File: src/rtl/regfile_read_arbiter.sv
// rtl/regfile_read_arbiter.sv - round-robin arbiter sharing one register-file read port
// Two-stage read: grant/select registered, then bypass/XZR resolution into the response.
module regfile_read_arbiter #(
  parameter int N_REQ  = 4,
  parameter int DATA_W = 64
) (
  input  logic                 clk,
  input  logic                 reset,
  input  logic [N_REQ-1:0]     req,
  input  logic [5*N_REQ-1:0]   addr,
  output logic [N_REQ-1:0]     gnt,
  output logic [4:0]           rf_sel,
  input  logic [DATA_W-1:0]    rf_rdata,
  input  logic                 wr_en,
  input  logic [4:0]           wr_addr,
  input  logic [DATA_W-1:0]    wr_data,
  output logic [N_REQ-1:0]     rsp_valid,
  output logic [DATA_W-1:0]    rsp_data
);
  localparam int PTR_W = $clog2(N_REQ);

  logic [PTR_W-1:0]  r_ptr;
  logic [4:0]        r_rf_sel;
  logic [PTR_W-1:0]  r_s1_owner;
  logic              r_s1_valid;
  logic [N_REQ-1:0]  r_rsp_valid;
  logic [DATA_W-1:0] r_rsp_data;

  logic              w_any;
  logic [PTR_W-1:0]  w_win;
  logic [PTR_W-1:0]  w_ptr_nxt;
  logic [N_REQ-1:0]  w_gnt;
  logic [N_REQ-1:0]  w_owner_oh;
  logic [4:0]        w_win_addr;
  logic [DATA_W-1:0] w_result;

  // Scan from r_ptr upward, wrapping, and take the first pending request.
  always_comb begin
    w_any = 1'b0;
    w_win = '0;
    w_gnt = '0;
    for (int i = 0; i < N_REQ; i++) begin
      if (!w_any && req[(int'(r_ptr) + i) % N_REQ]) begin
        w_any = 1'b1;
        w_win = PTR_W'((int'(r_ptr) + i) % N_REQ);
      end
    end
    if (reset) begin
      w_any = 1'b0;
      w_win = '0;
    end
    if (w_any) w_gnt[w_win] = 1'b1;
  end

  assign w_ptr_nxt  = (int'(w_win) == N_REQ - 1) ? '0 : w_win + 1'b1;
  assign w_win_addr = addr[5*int'(w_win) +: 5];

  always_comb begin
    w_owner_oh = '0;
    w_owner_oh[r_s1_owner] = 1'b1;
  end

  // XZR beats bypass, so a write to r31 can never leak into a read.
  always_comb begin
    if (r_rf_sel == 5'd31)                  w_result = '0;
    else if (wr_en && wr_addr == r_rf_sel)  w_result = wr_data;
    else                                    w_result = rf_rdata;
  end

  always_ff @(posedge clk) begin
    if (reset) begin
      r_ptr       <= '0;
      r_rf_sel    <= 5'd0;
      r_s1_owner  <= '0;
      r_s1_valid  <= 1'b0;
      r_rsp_valid <= '0;
      r_rsp_data  <= '0;
    end else begin
      r_s1_valid <= w_any;
      if (w_any) begin
        r_ptr      <= w_ptr_nxt;
        r_rf_sel   <= w_win_addr;
        r_s1_owner <= w_win;
      end
      r_rsp_valid <= r_s1_valid ? w_owner_oh : '0;
      if (r_s1_valid) r_rsp_data <= w_result;
    end
  end

  assign gnt       = w_gnt;
  assign rf_sel    = r_rf_sel;
  assign rsp_valid = r_rsp_valid;
  assign rsp_data  = r_rsp_data;

endmodule

File: config.mk
export PLATFORM = sky130hd
export DESIGN_NAME = regfile_read_arbiter
export DESIGN_NICKNAME = d
export VERILOG_FILES = /design/src/rtl/regfile_read_arbiter.sv
export SDC_FILE = /design/constraint.sdc
export NUM_CORES = 1
export LEC_CHECK = 0
export ABC_AREA = 1
export CORE_MARGIN = 5
export CORE_UTILIZATION = 30
export CTS_CLUSTER_SIZE = 10
export DETAILED_ROUTE_END_ITERATION = 10
export PLACE_DENSITY_LB_ADDON = 0.08
export SKIP_CTS_REPAIR_TIMING = 1
export SLEW_MARGIN = 20
export SYNTH_ARGS = -nofsm -noshare
export SYNTH_HDL_FRONTEND = slang
export SYNTH_SLANG_ARGS = --single-unit
File: constraint.sdc
create_clock -name clk -period 1.9 [get_ports clk]
set_clock_uncertainty 0.05 [all_clocks]
set_input_delay 0.38 -clock clk [delete_from_list [all_inputs] [get_ports clk]]
set_output_delay 0.38 -clock clk [all_outputs]
set_load 0.01 [all_outputs]
==> Word level (Yosys, flattened, before mapping) <==
Index checks and enable logic that the tools add are counted.
{ "word_totals": {"regBits": 78, "input_bits": 160, "elab_cells": 69, "out_inout_bits": 77} }
{ "op_classes": {"mul": 1, "reduce_logical": 13, "add_sub_neg": 4, "bitwise": 4, "n_eq_ne": 3, "mux": 29, "n_shift": 1, "order_cmp": 8} }
{ "op_table": {"columns": ["operator", "n"], "rows": [
  ["$mux 64", 2],
  ["$shiftx 20x6->5", 1],
  ["$mux 1", 14],
  ["$lt 3x4->1 const B", 3],
  ["$mux 2", 6],
  ["$lt 2x3->1 const B", 3],
  ["$bmux 1 s2", 4],
  ["$reduce_or 2->1", 4],
  ["$logic_and 1x1->1", 6],
  ["$eq 5x5->1", 1],
  ["$eq 5x5->1 const B", 1],
  ["$mul 3x2->5 const A", 1],
  ["$add 2x1->2 const B", 2],
  ["$add 2x2->2 const B", 2],
  ["$demux 1 s2", 2],
  ["$ge 2x1->1 const B", 2],
  ["$mux 4", 1],
  ["$and 1x1->1 const A", 3],
  ["$logic_not 1->1", 3],
  ["$eq 2x1->1 const B", 1],
  ["$not 1->1", 1]
]} }

==> Longest topological paths before layout <==
Gate-level depths: netlist of the first run.
{ "logic_depth": {"ltp_word": 20, "depth_mapped": 15, "ltp_nobuf": 15} }

==> Worst setup path before layout of the first run <==
No wires, ideal clock.
{ "synth_timing": {"path_type": "flip-flop to output port", "from": "register r_ptr[0]", "to": "output gnt[0]", "arrival_time_ns": 1.639, "required_ns": 1.470, "path_slack_ns": -0.169, "path_stages_with_launch": 14, "n_path_buf": 2, "path_cell_list": "dfxtp_1 -> buf_6 -> nand2_1 -> nand3_2 -> nand2_4 -> nor2_8 -> nand3_4 -> nand2_4 -> inv_6 -> nand2_8 -> buf_8 -> ha_1 -> inv_1 -> nor2_1"} }
{ "synth_via": {"elab_chain_len": 18, "word_cells_on_any_way": 36, "cone_classes": "add/sub (3); order compare (2); mux (24); reduce/logical (7)"} }
{ "synth_rtl": {"columns": ["item", "line", "text"], "rows": [
  ["start, declared", "22", "logic [PTR_W-1:0] r_ptr;"],
  ["start signal, assigned", "81", "r_ptr <= w_ptr_nxt;"],
  ["$add 2x1->2 or $bmux 1 s2 (tied branches)", "43, 45", null],
  ["$bmux 1 s2 or $mux 1 (tied branches)", "43", "if (!w_any && req[(int'(r_ptr) + i) % N_REQ]) begin"],
  ["$mux 1 (not written as such)", "43", null],
  ["$mux 1 (not written as such) or $logic_not 1->1 (tied branches)", "43", null],
  ["$logic_and 1x1->1", "43", null],
  ["$mux 1", "43", null],
  ["$logic_not 1->1", "43", null],
  ["$logic_and 1x1->1", "43", null],
  ["[... 2 more ...]", null, null],
  ["$logic_and 1x1->1", "43", null],
  ["$mux 2", "43", null],
  ["$mux 2", "48", "if (reset) begin"],
  ["$lt 2x3->1 (not written as such) or $ge 2x1->1 (tied branches)", "52", "if (w_any) w_gnt[w_win] = 1'b1;"],
  ["$logic_and 1x1->1 (not written as such)", "52", null],
  ["$mux 1 (not written as such)", "52", null],
  ["$demux 1 s2", "52", null],
  ["$mux 4 (*)", "52", null],
  ["end, declared", "11", "output logic [N_REQ-1:0] gnt,"]
]} }
Every way passes the cells marked *; elsewhere a longest branch is shown, timed or not. The select of a mux whose other input is x is not followed.

==> Final worst setup path of the first run <==
{ "layout_timing": {"from": "register r_ptr[0]", "to": "output gnt[3]"} }
{ "layout_via": {"elab_chain_len": 18, "word_cells_on_any_way": 36, "cone_classes": "add/sub (3); order compare (2); mux (24); reduce/logical (7)"} }
{ "layout_rtl": {"columns": ["item", "line", "text"], "rows": [
  ["$add 2x1->2 or $bmux 1 s2 (tied branches)", "43, 45", null],
  ["$bmux 1 s2 or $mux 1 (tied branches)", "43", null],
  ["$mux 1 (not written as such)", "43", null],
  ["$mux 1 (not written as such) or $logic_not 1->1 (tied branches)", "43", null],
  ["$logic_and 1x1->1", "43", null],
  ["$mux 1", "43", null],
  ["$logic_not 1->1", "43", null],
  ["$logic_and 1x1->1", "43", null],
  ["[... 3 more ...]", null, null],
  ["$mux 2 (*)", "43", null],
  ["$mux 2 (*)", "48", null],
  ["named net w_win[1]", "30", "logic [PTR_W-1:0] w_win;"],
  ["$lt 2x3->1 (not written as such) or $ge 2x1->1 (tied branches)", "52", null],
  ["$logic_and 1x1->1 (not written as such)", "52", null],
  ["$mux 1 (not written as such)", "52", null],
  ["$demux 1 s2 (*)", "52", null],
  ["$mux 4 (*)", "52", null]
]} }
Mark *: on every way through the listed nets, which the timed path passes. The rest lies on a longest branch. The select of a mux whose other input is x is not followed.

==> parameters.txt, run 1 <==
Parameter                              Value

Run status
  Run status    finished with violations
  Failing checks    negative setup slack

Routing
  Met3 WL post-DR    around 1.1 mm
  Met2 WL post-DR    7.48 mm
  WL/cell    14.8 µm
  Via count    roughly 4800
  Starting DRC count in detailed routing    ~200
  Count of antenna-violating nets left after detailed routing    0
  Met1 Wirelength    between 6 and 7 mm
  Detailed Route WL    ~15 mm
  DRC errors left    0
  Number of vias per cell    roughly 4.6
  Top layer used by detailed routing    met4
  Router iterations before antenna repair    4

Floorplan
  Total Die Area    ~16000 µm²
  Y dimension of the die    128 µm
  Die W    128 µm
  Effective utilization at floorplan    a little under a third
  Area of the core    between 10000 and 15000 µm²
  Top-level port count    237
  Row cnt    43

Timing
  Period utilization    135%
  Final period demand of the worst path    2.56 ns
  Highest attainable clock frequency    approximately 390 MHz
  Relative slew slack    around half
  Hold violation total from the final report    0
  Worst Slack Setup Final    -0.665 ns
  Count of pins over their slew limit    0
  Setup-violating endpoint count in the final report    8
  Worst slew pin tran    0.754 ns
  RSZ-0062 raised after global routing    true

GRT
  First-pass GRT wire length    23.0 mm
  Aggregate global-route resource usage    ~18%
  Initial antenna violation count    0
  Via count of the first global-routing pass    4583
  Overflow after GRT    0
  Largest net degree at the start of global routing    65

Layout
  Diode insertion count for antenna repair    0
  Signed area change from the synthesized netlist to the final layout    77.8%
  Number of filler cells placed in the layout    roughly 1300
  Final #Nets    a little over 1000
  Fraction of layout cells with a size suffix above 1    a little over an eighth
  Number of non-filler instances in the completed layout    1031

Critical path
  Maximum net fanout on the critical path    8
  Longest individual stage delay on the worst path    roughly 0.36 ns
  Launch point of the worst path    r_ptr[0]
  Ordered list of cells on the worst path    buf_12 > nand2_4 > nand2_4 > nand2_4 > nand2_4 > nor2_8 > nand2_4 > nor2_4 > nor2_4 > nor2_4 > ha_4 > inv_1 > nor2_2 > buf_2
  Reg2reg start    r_ptr[0]
  Worst Setup Start Kind    register
  Cell repeated most along the worst path    nand2_4
  Critical-path top delay cell    dfxtp_4
  Kind of critical path    register to primary output
  Data required time at the worst endpoint    approximately 1.5 ns
  Data arrival, critical path    approximately 2.1 ns
  Critical path capture point type    primary output

Power
  Static Leak    approximately 3.3 nW
  Pwr per Cell Area    about 1100 nW/µm²
  Switching portion of total power    a little over a third
  Sequential share of power    26.9%
  Clock group share of total power    approximately 27%
  PnR Total Power    8.11 mW
  Internal Power    approximately 5.2 mW
  Maximum ir drop on the vdd rail    0.687 mV
  NetSw    2.86 mW
  Combinational share of power    between 40 and 50%

Hold path
  Hold Startpoint    r_s1_owner[0]
  Path type of the worst min-delay path    register to register

Flow run
  # Max-Cap Violations    0

Placed design
  Routability congestion estimate from global placement    between 0.8 and 0.9
  Half-perimeter wire length after placement    11.3 mm
  I/O Buffers    between 200 and 250
  Number of placed instances, taps included    just over 1000

Logic synthesis
  Async set-reset flop share out of synthesis    0%
  Sequential area share after synthesis    a little under two fifths
  Number of synthesized register bits    78
  YS warnings    0
  Number of enable-type register cells in the synthesized netlist    0
  Syn nets    767
  Cell variety after synth    31
  Primary FF master, synth    dfxtp_1
  Post-synthesis cell count    603
  Average size of a mapped cell    slightly below 7 µm²
  Post-Synthesis Cell Area    slightly above 4000 µm²

Clock tree
  Clock transition at the registers of the reported paths    ~0.06 ns
  Deepest level of the CTS H-tree    3
  Clock insertion delay at the later pin of the skew report    roughly 0.33 ns
  CTS root buffer    clkbuf_16
  TritonCTS Buffers    9
  Clock buffer depth    2
  Number of clock sinks    between 70 and 80
  CTS tree    done
-- critical path: cells and delay by family, from the launching register on --
family | cells | cell delay [ns]
simple gates | 10 | 0.97
fa+ha+maj | 1 | 0.15
buf+inv | 3 | 0.31
flops | 1 | 0.36
-- registers in the layout (all words and copies together), names as in the netlist --
name,count
r_ptr,2
r_s1_owner,2
r_s1_valid,1
rf_sel,5
rsp_data,64
rsp_valid,4
-- synth_stat cells, types with 2 or more instances --
cell type | instances | area share [%]
buf_2 | 3 | 0.36
xor2_1 | 4 | 0.84
nand4_1 | 2 | 0.30
o211ai_1 | 65 | 12
nand2_4 | 6 | 1.6
inv_2 | 7 | 0.63
o21ai_1 | 4 | 0.48
buf_6 | 2 | 0.54
ha_1 | 4 | 1.2
dfxtp_1 | 78 | 38
nand2_1 | 178 | 16
nand3_2 | 2 | 0.48
nand2_2 | 3 | 0.45
a21oi_1 | 64 | 7.7
nand3_1 | 31 | 3.7
nor2_1 | 9 | 0.81
inv_1 | 90 | 8.1
nor2_4 | 3 | 0.81
o21ai_0 | 2 | 0.24
clkinv_1 | 2 | 0.18
nor3_1 | 4 | 0.48
clkbuf_1 | 31 | 2.8
-- power groups by stage --
stage	Sequential (mW)	Combinational, mW	Clock (mW)
floorplan	2.28	1.89	0
global placement	2.19	3.51	0
detailed placement	2.20	3.55	0
CTS	2.17	3.57	2.24
global route	2.22	4.09	2.31
finish	2.18	3.75	2.18
-- placed cells by master, fill, tap and decap left out, drive strengths merged --
cell,n
clkdlybuf4s50,226
nand2,188
inv,98
dfxtp,78
o211ai,65
a21oi,64
buf,37
nand3,34
nor2,15
clkbuf,12
o21ai,7
dlymetal6s2s,5
xor2,4
nor3,4
bufinv,4
ha,4
clkinv,3
nand4,2
xnor2,1
-- path summary, 6_finish.rpt --
check                  to  slack (ns)  cells after the start
max                gnt[3]       -0.66                     14
min          rsp_valid[0]        0.39                      1
max reg2reg     rf_sel[1]       -0.15                     15
min reg2reg  rsp_valid[0]        0.39                      1
-- cell families (layout without fill, tap and decap cells) --
group | count (synthesis) | after routing | share of synthesized area [%]
adders and majority gates | 4 | 4 | 1.21
AOI/OAI and AO/OA | 136 | 136 | 20.4
buffers and inverters | 138 | 385 | 13.4
DFF | 78 | 78 | 37.6
and+or+nand+nor | 242 | 243 | 26.3
xor gates and xnor gates | 5 | 5 | 1.05
-- metrics by stage --
step           instance area [µm²]  worst slack, ns  util [%]  hold WS, ns  setup TNS [ns]
6_report                      7380           -0.665      53.8        0.391           -2.87
3_5_place_dp                  6880            -1.11      50.1        0.383          -15.03
2_1_floorplan                 4190           -0.136         -        0.372          -0.489
3_3_place_gp                  6880            -1.03      50.1        0.384          -14.42
5_1_grt                       7380           -0.753      53.8        0.401           -3.73
4_1_cts                       7260            -1.11      52.9        0.392           -4.49
-- area by class of cell --
class | instances | area (µm²) | area share [%]
Sequential cell | 78 | 1570 | 21.3
Tap cell | 180 | 225 | 3.05
Clock buffer | 11 | 253 | 3.42
Clock inverter | 5 | 129 | 1.75
Multi-Input combinational cell | 388 | 2150 | 29.1
Inverter | 100 | 385 | 5.22
Timing Repair Buffer | 269 | 2670 | 36.2
-- layer usage --
| layer | global-route usage [%] | up-vias |
|---|---|---|
| li1 | - | 2428 |
| met1 | 20.2 | 2164 |
| met2 | 30.7 | 155 |
| met3 | 4.88 | 33 |
| met4 | 7.93 | 0 |
| met5 | 0 | - |
No activity file was read; power rests on OpenSTA's default activity.
==> run 2: changes to the inputs <==
Settings changed: ABC_AREA 1 to default, CELL_PAD_IN_SITES_DETAIL_PLACEMENT from default to 1, CELL_PAD_IN_SITES_GLOBAL_PLACEMENT from default to 2, CORE_UTILIZATION 30 to 19, PLACE_DENSITY_LB_ADDON 0.08 to 0.12.
==> run 2 against run 1 <==
Net effect: the run still ends with negative setup slack left; global-route usage is 3.1 points lower; sequential power decreased by 16%; sequential share of layout area decreased by 1.2 points; clock-buffer cell count unchanged.
==> parameters.txt, run 2 <==
Parameter                              Value

Logic synthesis
  Yosys top cell by area    dfxtp_1
  List of most frequent post-synthesis cells    dfxtp_1 (78), a21oi_1 (68), a21o_1 (65), nand3_1 (65)
  Leading post-synthesis cells by cell area    dfxtp_1 (36%), a21o_1 (11%), nand2b_1 (9.2%), a21oi_1 (7.8%), nand3_1 (7.5%)
  Number of enable-type register cells in the synthesized netlist    0
  Post-synth top area share    36.0%
  Primary FF master, synth    dfxtp_1
  Average size of a mapped cell    7.97 µm²
  Syn nets    approximately 710
  Number of synthesized register bits    just under 80
  YS warnings    0
  Dominant cell by count in the synthesized netlist    dfxtp_1
  Sequential area share after synthesis    a little over a third
  Async set-reset flop share out of synthesis    0%
  Post-synthesis cell count    about 540
  Cell variety after synth    47
  Post-Synthesis Cell Area    around 4300 µm²

Timing
  Post-route setup TNS    -2.29 ns
  Final period demand of the worst path    around 2.5 ns
  Count of pins over their slew limit    0
  Worst slew pin tran    roughly 0.53 ns
  Relative slew slack    64.9%
  RSZ-0062 raised after global routing    true
  Period utilization    130%
  Hold violation total from the final report    0
  Highest attainable clock frequency    a little over 400 MHz
  Setup-violating endpoint count in the final report    7
  Worst Slack Setup Final    -0.563 ns

Flow run
  # Max-Cap Violations    0

Power
  Static Leak    between 2 and 3 nW
  PnR Total Power    ~5.3 mW
  Maximum ir drop on the vdd rail    between 0.3 and 0.4 mV
  Pwr per Cell Area    679 nW/µm²

Clock tree
  Clock transition at the registers of the reported paths    ~0.070 ns
  Number of clock sinks    around 80
  CTS tree    done
  Clock buffer depth    2
  Deepest level of the CTS H-tree    3
  Clock insertion delay at the later pin of the skew report    about 0.34 ns
  TritonCTS Buffers    9
  CTS root buffer    clkbuf_16

Critical path
  Worst Setup Start Kind    register
  Kind of critical path    register to primary output
  Maximum net fanout on the critical path    5
  Critical path capture point type    primary output
  Worst reg-to-reg setup slack    -0.07 ns
  Data required time at the worst endpoint    around 1.5 ns
  Data arrival, critical path    around 2 ns

Floorplan
  Area of the core    between 20000 and 25000 µm²
  Row cnt    55
  Y dimension of the die    161 µm
  Top-level port count    ~240
  Die W    between 150 and 200 µm
  Effective utilization at floorplan    between 10% and 20%
  Total Die Area    roughly 26000 µm²

Layout
  End-of-flow core utilization    between 30 and 40%
  Final #Nets    between 900 and 1000
  Signed area change from the synthesized netlist to the final layout    79.9%
  Most frequent cells in the layout    clkdlybuf4s50_1 (225), dfxtp_1 (75), a21oi_1 (68)
  Number of filler cells placed in the layout    about 2600
  Number of non-filler instances in the completed layout    about 1100
  Largest register FFs    64
  Fraction of layout cells with a size suffix above 1    13.7%
  Most common library cell in the layout ignoring fill and taps    clkdlybuf4s50_1

GRT
  Initial antenna violation count    1
  Aggregate global-route resource usage    roughly 15%
  First-pass GRT wire length    around 30 mm
  Via count of the first global-routing pass    5196
  Overflow after GRT    0
  Largest net degree at the start of global routing    44

Placed design
  Routability congestion estimate from global placement    around 0.75
  I/O Buffers    approximately 240
  Number of placed instances, taps included    approximately 1100
  Post-Place Worst Slack    -1.10 ns
  Half-perimeter wire length after placement    between 10 and 15 mm

Routing
  DRC errors left    0
  WL/cell    18.5 µm
  Number of vias per cell    around 4.6
  Detailed Route WL    19.8 mm
  Router iterations before antenna repair    4
  Count of antenna-violating nets left after detailed routing    0
  Via count    between 4000 and 5000
  Starting DRC count in detailed routing    202

Run status
  Failing checks    negative setup slack
  Run status    finished with violations

Hold path
  Path type of the worst min-delay path    register to register
run 2: worst max-delay path: stages, from the launching register on:
cell and delay (ns):
dfxtp_4 0.36, nand3b_1 0.17, a21o_1 0.18, a221o_2 0.44, buf_4 0.16, ha_4 0.14
and2_4 0.12, clkbuf_2 0.12
run 2: kinds of logic (layout without fill, tap and decap cells):
kind of cell,after synthesis,after routing,share of synthesized area [%]
multiplexers,1,1,0.231
AND/OR/NAND/NOR,172,172,23.7
other,0,1,0
flip-flops,78,78,36.0
AO/OA/AOI/OAI,224,224,32.2
buffers and inverters,60,303,5.63
adder cells (fa/ha/maj),4,4,1.15
XOR/XNOR,5,5,1.01
run 2: worst paths after layout:
check,startpoint,endpoint,depth (start not counted)
setup / recovery,r_ptr[1],gnt[0],7
hold / removal,rsp_data[47],rsp_data[47],2
setup reg to reg,r_ptr[1],rf_sel[4],9
hold reg to reg,rsp_data[47],rsp_data[47],2
run 2: layout make-up:
type / count / area [µm²] / area share, %
well taps: 285 / 357 / 4.57
clock buffers: 11 / 253 / 3.24
multi-input cells: 406 / 2670 / 34.2
clock inverters: 4 / 70.1 / 0.898
diodes: 1 / 2.50 / 0.0321
repair buffers: 279 / 2840 / 36.4
flip-flops and latches: 78 / 1570 / 20.1
inverters: 9 / 43.8 / 0.561
run 2: metal layers:
| layer | GRT usage (%) | wire length (µm) | up-vias |
|---|---|---|---|
| li1 | - | - | 2411 |
| met1 | 18.1 | 8500 | 2325 |
| met2 | 24.5 | 9670 | 141 |
| met3 | 3.98 | 1260 | 19 |
| met4 | 5.00 | 373 | 0 |
| met5 | 0 | 0 | - |
run 2: through the flow:
stage,hold WS (ns),instance area [µm²]
after floorplan,0.400,4400
after global placement,0.405,7290
after detailed placement,0.411,7290
after CTS,0.422,7610
after global routing,0.437,7800
final,0.418,7800
run 2: report_power, final:
| part | internal (mW) | switching [mW] |
|---|---|---|
| Combinational | 0.860 | 0.689 |
| Sequential | 1.75 | 0.0794 |
| Clock | 1.21 | 0.707 |
| Total | 3.82 | 1.48 |
==> run 3: changes to the inputs <==
Settings changed: CORE_MARGIN 5 to default.
==> run 3 against run 2 <==
Net effect: the run still ends with negative setup slack left; non-clock buffer count grew 1; clock power fell by 3%; global-route usage is 1.7 points higher; critical path depth did not move; critical endpoint is now gnt[1].
==> parameters.txt, run 3 (same netlist as run 2, synthesis figures left out) <==
Parameter                              Value

Floorplan
  Row cnt    54
  Top-level port count    about 240
  Effective utilization at floorplan    between 10% and 20%
  Area of the core    roughly 22000 µm²
  Die W    153 µm
  Y dimension of the die    around 150 µm
  Total Die Area    23400 µm²

Clock tree
  Clock transition at the registers of the reported paths    0.06 ns
  Clock insertion delay at the later pin of the skew report    0.34 ns
  CTS tree    done
  Clock buffer depth    2
  CTS root buffer    clkbuf_16
  Deepest level of the CTS H-tree    3
  TritonCTS Buffers    9
  Number of clock sinks    78

Layout
  Number of filler cells placed in the layout    2559
  Most common library cell in the layout ignoring fill and taps    clkdlybuf4s50_1
  Fraction of layout cells with a size suffix above 1    13.5%
  Final #Nets    between 900 and 1000
  Post-route design area    ~7800 µm²
  Largest register FFs    between 60 and 70
  Signed area change from the synthesized netlist to the final layout    80.7%
  Most frequent cells in the layout    clkdlybuf4s50_1 (224), dfxtp_1 (75), a21oi_1 (68)
  Number of non-filler instances in the completed layout    1069
  End-of-flow core utilization    a little over a third

GRT
  Initial antenna violation count    1
  Via count of the first global-routing pass    5308
  Largest net degree at the start of global routing    40
  Aggregate global-route resource usage    ~16%
  Overflow after GRT    0
  First-pass GRT wire length    29.8 mm

Placed design
  Half-perimeter wire length after placement    between 10 and 15 mm
  Post-Place Worst Slack    -1.17 ns
  Number of placed instances, taps included    1045
  Cell area after placement    7290 µm²
  Routability congestion estimate from global placement    just over 0.8
  I/O Buffers    between 200 and 250

Critical path
  Critical path capture point type    primary output
  Maximum net fanout on the critical path    5
  Data arrival, critical path    2.01 ns
  Kind of critical path    register to primary output
  Path depth of the worst reg2reg path    8
  Launch point of the worst path    r_ptr[1]
  Data required time at the worst endpoint    1.47 ns
  Worst flop-to-flop path endpoint    r_ptr[1]
  Reg2reg start    r_ptr[1]
  Worst Setup Start Kind    register
  Worst reg-to-reg setup slack    0.02 ns

Power
  Clock group share of total power    around a third
  Switching portion of total power    between 20% and 30%
  Maximum ir drop on the vdd rail    approximately 0.37 mV
  Pwr per Cell Area    about 670 nW/µm²
  Static Leak    2.89 nW
  NetSw    1.46 mW
  Internal Power    3.81 mW
  Sequential share of power    a little over a third
  Combinational share of power    29.9%
  PnR Total Power    5.28 mW

Routing
  WL/cell    18.1 µm
  Starting DRC count in detailed routing    between 100 and 150
  Detailed Route WL    about 19 mm
  Count of antenna-violating nets left after detailed routing    0
  Number of vias per cell    approximately 4.6
  Via count    4932
  DRC errors left    0
  Router iterations before antenna repair    4

Hold path
  Hold Path Sink    rsp_data[8]
  Path type of the worst min-delay path    register to register
  Hold Startpoint    rsp_data[8]
  WHS Path Cells    2

Flow run
  # Max-Cap Violations    0

Timing
  Final period demand of the worst path    between 2 and 2.5 ns
  Worst Slack Setup Final    -0.544 ns
  Post-route setup TNS    -2.14 ns
  RSZ-0062 raised after global routing    true
  Relative slew slack    around 70%
  Setup-violating endpoint count in the final report    4
  Worst slew pin tran    around 0.45 ns
  Period utilization    129%
  Hold violation total from the final report    0
  Highest attainable clock frequency    between 400 and 500 MHz
  Count of pins over their slew limit    0
  Tightest hold margin    ~0.42 ns

Run status
  Failing checks    negative setup slack
  Run status    finished with violations
-- run 3: cell count changes in the layout (fill, tap and decap cells not counted), sizes merged --
| cell | change |
|---|---|
| clkinv | -1 |
| buf | +2 |
| clkdlybuf4s50 | -1 |
| clkbuf | +1 |
-- run 3: worst max-delay path by stage --
stage	end	slack [ns]	cells past startpoint
floorplan	gnt[0]	-0.004	6
global placement	gnt[3]	-1.10	8
detailed placement	gnt[3]	-1.17	8
CTS	gnt[3]	-1.17	8
global route	gnt[2]	-0.61	8
finish	gnt[1]	-0.54	7
-- run 3: layout make-up --
cell class / count / area (µm²) / area share (%)
clock inverter: 3 / 68.8 / 0.878
clock buffer: 12 / 246 / 3.15
multi-input combinational: 406 / 2670 / 34.0
sequential: 78 / 1570 / 20.0
inverter: 9 / 43.8 / 0.559
antenna: 1 / 2.50 / 0.0319
timing repair buffer: 280 / 2890 / 36.9
tap: 280 / 350 / 4.47
-- run 3: power groups by stage --
| stage | Combinational, mW | Clock (mW) | Sequential (mW) |
|---|---|---|---|
| 2_1_floorplan | 0.575 | 0 | 1.90 |
| 3_3_place_gp | 1.49 | 0 | 1.86 |
| 3_5_place_dp | 1.50 | 0 | 1.87 |
| 4_1_cts | 1.51 | 1.95 | 1.83 |
| 5_1_grt | 1.71 | 2.02 | 1.85 |
| 6_report | 1.58 | 1.86 | 1.83 |
-- run 3: per-layer routing --
metal | vias to the layer above | routed length, µm | track usage (%)
li1 | 2421 | - | -
met1 | 2352 | 8290 | 19.0
met2 | 143 | 9600 | 28.9
met3 | 16 | 1220 | 4.08
met4 | 0 | 277 | 5.19
met5 | - | 0 | 0
-- run 3: critical path, stage by stage, from the launching register on --
cell,delay [ns]
dfxtp_2,0.34
nand3b_1,0.18
a21o_1,0.19
a221o_2,0.43
buf_4,0.16
ha_4,0.15
and2_4,0.13
buf_6,0.11
